[config.mk]
export PLATFORM = sky130hd
export DESIGN_NAME = tone_player
export DESIGN_NICKNAME = d
export VERILOG_FILES = /design/src/rtl/tone_player.sv
export SDC_FILE = /design/constraint.sdc
export NUM_CORES = 1
export LEC_CHECK = 0
export ABC_CLOCK_PERIOD_IN_PS = 3600
export CORE_MARGIN = 5
export CORE_UTILIZATION = 50
export DETAILED_ROUTE_END_ITERATION = 7
export PLACE_DENSITY = 0.67
export SLEW_MARGIN = 10
export SYNTH_ARGS = -nofsm -noshare
export SYNTH_HDL_FRONTEND = slang
export SYNTH_SLANG_ARGS = --single-unit
[constraint.sdc]
create_clock -name clk -period 3.6 [get_ports clk]
set_clock_uncertainty 0.2 [all_clocks]
set_input_delay 0.72 -clock clk [delete_from_list [all_inputs] [get_ports clk]]
set_output_delay 0.72 -clock clk [all_outputs]
set_load 0.03 [all_outputs]
[src/rtl/tone_player.sv]
// tone_player - table-driven square-wave tone generator.
//
// Holds NUM_TONES tone periods (microseconds).  A start request in IDLE
// latches the selected period and a duration in milliseconds.  The block
// then drives a square wave on speaker until the duration expires, and
// pulses done for one cycle.
//
// Ports:
//   clk            system clock
//   reset_n        asynchronous active-low reset
//   start          play request, sampled only in IDLE
//   stop           abort playback (also suppresses a start in IDLE)
//   tone_sel       table index, latched on accepted start
//   duration_ms    play length in ms, latched on accepted start
//   speaker        square-wave output, low whenever not playing
//   busy           high while in PLAY
//   done           one-cycle pulse on normal completion
//   err            one-cycle pulse when start names a missing table entry
//   cur_period_us  period of the current or last accepted tone
//
// State | meaning
// IDLE  | waiting for start; counters held at zero
// PLAY  | tone running; busy high
// DONE  | one-cycle completion pulse, then IDLE

module tone_player #(
  parameter int CLKS_PER_US = 50,
  parameter int NUM_TONES   = 5,
  parameter int PERIOD_W    = 13,
  parameter int DUR_W       = 12,
  parameter int SEL_W       = 3,
  parameter logic [NUM_TONES*PERIOD_W-1:0] TONE_TABLE =
    {13'd1667, 13'd2000, 13'd2500, 13'd3333, 13'd5000}
) (
  input  logic                clk,
  input  logic                reset_n,
  input  logic                start,
  input  logic                stop,
  input  logic [SEL_W-1:0]    tone_sel,
  input  logic [DUR_W-1:0]    duration_ms,
  output logic                speaker,
  output logic                busy,
  output logic                done,
  output logic                err,
  output logic [PERIOD_W-1:0] cur_period_us
);

  localparam int              PRE_W   = (CLKS_PER_US > 1) ? $clog2(CLKS_PER_US) : 1;
  localparam int              HALF_W  = PERIOD_W - 1;
  localparam logic [PRE_W-1:0] PRE_MAX = PRE_W'(CLKS_PER_US - 1);
  localparam logic [9:0]      US_MAX  = 10'd999;

  typedef enum logic [1:0] {
    IDLE = 2'd0,
    PLAY = 2'd1,
    DONE = 2'd2
  } state_t;

  state_t state, state_nxt;

  logic [PRE_W-1:0]    presc;
  logic [HALF_W-1:0]   half_cnt;
  logic [HALF_W-1:0]   half_q;
  logic [9:0]          us_cnt;
  logic [DUR_W-1:0]    ms_cnt;
  logic [DUR_W-1:0]    dur_q;

  logic [PERIOD_W-1:0] sel_period;
  logic [HALF_W-1:0]   sel_half;
  logic                sel_valid;
  logic                req;
  logic                accept;
  logic                us_tick;
  logic                half_wrap;
  logic                expire;

  // Table lookup; an out-of-range select yields zero and is never latched.
  always_comb begin
    sel_period = '0;
    for (int unsigned i = 0; i < NUM_TONES; i++) begin
      if (32'(tone_sel) == i) sel_period = TONE_TABLE[i*PERIOD_W +: PERIOD_W];
    end
  end

  // Half period in us; a zero half would never toggle, so clamp to 1.
  always_comb begin
    sel_half = sel_period[PERIOD_W-1:1];
    if (sel_half == '0) sel_half = HALF_W'(1);
  end

  assign sel_valid = (32'(tone_sel) < $unsigned(NUM_TONES));
  assign req       = (state == IDLE) && start && !stop;
  assign accept    = req && sel_valid;
  assign us_tick   = (presc == PRE_MAX);
  assign half_wrap = us_tick && (half_cnt == half_q - HALF_W'(1));
  assign expire    = (state == PLAY) && us_tick && (us_cnt == US_MAX) &&
                     (ms_cnt == dur_q - DUR_W'(1));

  assign busy = (state == PLAY);
  assign done = (state == DONE);

  always_ff @(posedge clk or negedge reset_n) begin
    if (!reset_n) state <= IDLE;
    else          state <= state_nxt;
  end

  always_comb begin
    state_nxt = state;
    case (state)
      IDLE: begin
        if (accept) state_nxt = (duration_ms == '0) ? DONE : PLAY;
      end
      PLAY: begin
        if (stop)        state_nxt = IDLE;
        else if (expire) state_nxt = DONE;
      end
      DONE:    state_nxt = IDLE;
      default: state_nxt = IDLE;
    endcase
  end

  always_ff @(posedge clk or negedge reset_n) begin
    if (!reset_n) begin
      err           <= 1'b0;
      speaker       <= 1'b0;
      cur_period_us <= '0;
      half_q        <= '0;
      dur_q         <= '0;
    end else begin
      err <= req && !sel_valid;
      if (accept) begin
        cur_period_us <= sel_period;
        half_q        <= sel_half;
        dur_q         <= duration_ms;
      end
      // Expiry and stop both override a coincident toggle.
      if ((state == PLAY) && !stop && !expire) begin
        if (half_wrap) speaker <= ~speaker;
      end else begin
        speaker <= 1'b0;
      end
    end
  end

  // Counters run only in PLAY; outside it they sit at zero so an accepted
  // start always begins from a clean time base.
  always_ff @(posedge clk or negedge reset_n) begin
    if (!reset_n) begin
      presc    <= '0;
      half_cnt <= '0;
      us_cnt   <= '0;
      ms_cnt   <= '0;
    end else if ((state == PLAY) && !stop) begin
      presc <= us_tick ? '0 : presc + PRE_W'(1);
      if (us_tick) begin
        half_cnt <= half_wrap ? '0 : half_cnt + HALF_W'(1);
        if (us_cnt == US_MAX) begin
          us_cnt <= '0;
          ms_cnt <= ms_cnt + DUR_W'(1);
        end else begin
          us_cnt <= us_cnt + 10'd1;
        end
      end
    end else begin
      presc    <= '0;
      half_cnt <= '0;
      us_cnt   <= '0;
      ms_cnt   <= '0;
    end
  end

endmodule

# == Yosys cells after proc, flatten, opt, wreduce, memory -nomap -nowiden ==
# Index checks and enable logic that the tools add are counted.
# word_totals
ff_bits,81
in_bits,19
output_inout_bits,17
word_cells,76
# classes
add_sub_neg,6
n_lt_le_gt_ge,1
n_eq_ne,15
mux,24
bitwise,1
n_reduce_logical,19
# ops
cell,n
$mux W12,7
$mux W13,5
$mux W10,3
$add A12 B1 Y12 const B,2
$eq A12 B12 Y1,2
$logic_not A12 Y1,2
$sub A12 B1 Y12 const B,2
$mux W6,2
$add A10 B1 Y10 const B,1
$eq A10 B10 Y1 const B,1
$logic_and A1 B1 Y1,10
$mux W2,4
$ne A2 B2 Y1 const B,4
$add A6 B1 Y6 const B,1
$eq A3 B2 Y1 const B,2
$eq A6 B6 Y1 const B,1
$pmux W2 S2,1
$reduce_and A2 Y1,2
$eq A3 B1 Y1 const B,1
$eq A3 B3 Y1 const B,1
$logic_not A1 Y1,3
$logic_not A3 Y1,1
$lt A3 B3 Y1 const B,1
$ne A3 B2 Y1 const B,1
other kinds (5),6

# == Longest topological paths before layout ==
# depth
word_depth,8
mapped_depth,10
ltp_nobuf,9

# == Worst setup path before layout ==
# No wires, ideal clock.
# synth_path
path_type,flip-flop to flip-flop
start,reg half_q[10]
end,reg half_cnt[8]
setup_time_ps,126
arrival_time_ps,2437
t_required_ps,3274
setup_slack_ps,837
stages_incl_launch_ff,10
path_buffers,1
synth_period_minus_slack_ps,2763
path_cell_list,dfrtp_1 inv_1 ha_1 nor4b_4 xnor2_1 or4_4 a2111oi_4 a21oi_2 buf_6 a221o_1
# synth_between
elab_chain_len,6
# synth_rtl
element,line,source
from (decl),63,logic [HALF_W-1:0] half_q;
from (signal assigned),133,half_q <= sel_half;
$sub A12 B1 Y12,95,assign half_wrap = us_tick && (half_cnt == half_q - HALF_W'(1));
$eq A12 B12 Y1,95,
$logic_and A1 B1 Y1,95,
$mux W12,156,half_cnt <= half_wrap ? '0 : half_cnt + HALF_W'(1);
$mux W12,155,if (us_tick) begin
$mux W12,153,end else if ((state == PLAY) && !stop) begin
to (signal assigned),156,
to (decl),62,logic [HALF_W-1:0] half_cnt;
# No other way between the ends. The select of a mux whose other input is x is not followed.
# A chain may end at the register's enable or synchronous reset.

# == Worst setup path in the final report ==
# layout_path
start,reg half_q[10]
end,reg half_cnt[5]
# Same word-level chain as after synthesis.

==> impl_metrics.py <==
metrics = {
    "outcome": {
        "status": "completed",
    },
    "clock_tree": {
        "h-tree-depth": 3,
        "clk_pin_slew_ns": 0.08,
        "cts_buffer_depth": 2,
        "holdBufCountCts": 0,
        "clkSinkCount": 72,
        "worstSkewPairLatency_ns": 0.35,
        "post-cts-setup-buffers": 0,
        "cts_made_buffers": 9,
        "cts-resized-gates": 0,
        "cts_tree": "built",
        "cts-root-buf": "clkbuf_8",
    },
    "critical_path": {
        "crit_family": "simple AND/OR/NAND/NOR gates",
        "worstPathCellList": "inv_1 -> ha_1 -> nor4b_4 -> xnor2_1 -> or4_4 -> a2111oi_4 -> a21oi_2 -> and3_1 -> a221o_1",
        "reg2reg_slack_ns": 0.52,
        "worst_r2r_path_depth": 9,
        "worst_setup_path_start_kind": "flip-flop",
        "critPathSlowestCell": "or4_4",
        "reg2reg_from": "half_q[10]",
        "crit_type": "reg2reg",
        "endpoint_kind": "flip-flop",
        "path_depth": 9,
        "rr_endpoint": "half_cnt[5]",
        "worstPathRequired_ns": 3.64,
        "crit_path_max_incr_delay_ns": 0.53,
        "critical_path.max_fanout": 16,
        "worstPathArrival_ns": 3.12,
        "critPathBufInv": 1,
    },
    "power_and_ir_drop": {
        "power_density_nw_per_um2": 457.8,
        "power.leakage_nw": 2.045,
        "vdd_drop_max_mv": 0.3649,
    },
    "yosys": {
        "ys.flop_type": "dfrtp_1",
        "synth-compound-area-share_pct": 12.26,
        "ys_ff_latch": 72,
        "async_flop_share_pct": 100.0,
        "synthMuxAreaShare_pct": 0.9865,
        "synth_edf_count": 0,
        "syn_nets": 487,
        "synth_xor_xnor_area_share_pct": 9.836,
        "ys_seq_area_share_pct": 43.05,
        "yosys.area_share.simple_pct": 27.35,
        "synthCells": 461,
        "synth_top_family_by_area": "simple AND/OR/NAND/NOR gates",
        "syn_avg_cell_area_sq_um": 9.079,
        "yosys_warnings": 0,
        "synth_area_sq_um": 4185,
        "synth_cell_types": 56,
        "synth-adder-area-share_pct": 2.093,
    },
    "layout": {
        "n_fill_cell": 728,
        "drive_gt1_share_pct": 7.317,
        "nNetsFinal": 514,
        "mostFrequentLayoutCells": "dfrtp_1, nand2_1, nor2_1",
        "area_growth_pct": 14.77,
        "n_antenna_cell": 0,
        "postLayoutCellArea_sq_um": 4803,
        "final_common_cell": "dfrtp_1",
    },
    "sta": {
        "finalHoldViolations": 0,
        "setup_violations": 0,
        "rsz0062_at_grt": "no",
        "slew_viol_final": 0,
        "setup_tns_ns": 0,
        "period_needed_ns": 3.084,
        "worst_pin_slew_ns": 0.9187,
        "slew_headroom_pct": 38.75,
        "max_freq_mhz": 324.2,
        "fin_crit_sh_pct": 85.68,
    },
    "route": {
        "drtAntennaViolNets": 0,
        "vias_per_cell": 5.673,
        "via_count": 3387,
        "firstDrtPassIters": 4,
        "drt_iter0_drc": 144,
        "route.detailed.drc": 0,
        "routed_wl_um": 9403,
        "wl_per_cell_um": 15.75,
    },
    "min_path": {
        "hp-class": "reg2reg",
        "holdPathStages": 1,
        "hp-start": "presc[0]",
        "holdPathEnd": "presc[0]",
    },
    "placed_design": {
        "place.gp.congestion": 0.8298,
        "dp_hpwl_um": 6806,
        "port-buffer-count": 34,
        "placed_area_sq_um": 4584,
    },
    "floorplanning": {
        "start_util_pct": 51.19,
        "ios": 36,
        "die_area_sq_um": 10300,
        "rows": 33,
        "die_y_um": 101.5,
        "coreArea_sq_um": 8175,
        "die_x_um": 101.5,
    },
    "grt": {
        "first_global_vias": 3233,
        "grt_pass1_wl_um": 15500,
        "grt_max_degree": 40,
        "antenna_found_initial": 0,
        "globalRouteOverflowTotal": 0,
        "track_usage_pct": 19.02,
    },
    "run": {
        "drv_cap": 0,
    },
}
-- how the worst max path moves through the flow --
| stage | from | endpoint | slack, ns |
|---|---|---|---|
| after floorplan | half_q[10] | half_cnt[8] | 0.84 |
| after global routing | half_q[10] | half_cnt[5] | 0.36 |
| final | half_q[10] | half_cnt[5] | 0.52 |
| after global placement | half_q[10] | half_cnt[8] | 0.63 |
| after CTS | half_q[10] | half_cnt[5] | 0.52 |
| after detailed placement | half_q[10] | half_cnt[8] | 0.55 |
-- power breakdown --
group	total [mW]	switching (mW)	internal (mW)
Clock	0.713	0.308	0.405
Sequential	0.990	0.111	0.879
Combinational	0.495	0.269	0.226
Total	2.20	0.689	1.51
-- layer usage --
metal | up-vias | track usage [%] | wire (um) | part of all wire [%]
li1 | 1664 | - | - | -
met1 | 1658 | 25.31 | 4257 | 45
met2 | 55 | 31.34 | 4688 | 50
met3 | 10 | 3.237 | 326 | 3.5
met4 | 0 | 6.748 | 131 | 1.4
met5 | - | 0 | 0 | 0
-- state kept, by name, summed over array words and instances (netlist names) --
| name | count |
|---|---|
| err | 1 |
| ms_cnt | 12 |
| half_cnt | 12 |
| state | 2 |
| half_q | 9 |
| us_cnt | 10 |
| speaker | 1 |
| presc | 6 |
| cur_period_us | 7 |
| dur_q | 12 |
-- through the flow --
step / setup slack [ns] / power, mW / hold slack (ns) / util (%) / instances
2_1_floorplan: 0.8368 / 1.347 / 0.2244 / - / 461
3_3_place_gp: 0.6293 / 1.486 / 0.2751 / 56.08 / 582
3_5_place_dp: 0.5507 / 1.501 / 0.2779 / 56.08 / 582
4_1_cts: 0.5213 / 2.216 / 0.2896 / 58.75 / 597
5_1_grt: 0.3597 / 2.311 / 0.3160 / 58.75 / 597
6_report: 0.5155 / 2.199 / 0.2888 / 58.75 / 597
-- synthesized netlist by cell type, types with 5 or more instances --
master	count	area share (%)
ha_1	7	2.1
a31oi_1	5	0.75
inv_1	11	0.99
and4_1	5	1.0
nand2b_1	6	0.90
a21oi_1	13	1.6
nand3_1	21	2.5
nor2b_1	6	0.90
or3_1	7	1.0
nand2_1	68	6.1
nand4_1	11	1.6
xor2_1	27	5.7
nor3_1	5	0.60
clkbuf_1	16	1.4
buf_4	7	1.3
nor4_1	6	0.90
xnor2_1	20	4.2
nor2_1	48	4.3
o21ai_0	24	2.9
a22o_1	5	1.0
dfrtp_1	72	43
and3_1	10	1.5
-- cell families after synthesis --
| kind of cell | after synthesis |
|---|---|
| AND/OR/NAND/NOR | 218 |
| AO/OA/AOI/OAI | 75 |
| flip-flops | 72 |
| XOR/XNOR | 47 |
| buffers and inverters | 37 |
| adder cells (fa/ha/maj) | 7 |
| multiplexers | 4 |
| other | 1 |
-- area by class of cell --
type	instances	area [sq um]	share of cell area (%)
tap	105	131.4	2.735
inverter	11	41.29	0.8596
clock buffer	10	137.6	2.865
timing repair buffer	42	407.9	8.492
multi-input combinational	352	2202	45.85
sequential	72	1802	37.51
clock inverter	5	81.33	1.693
Power figures use the tool's default switching activity.
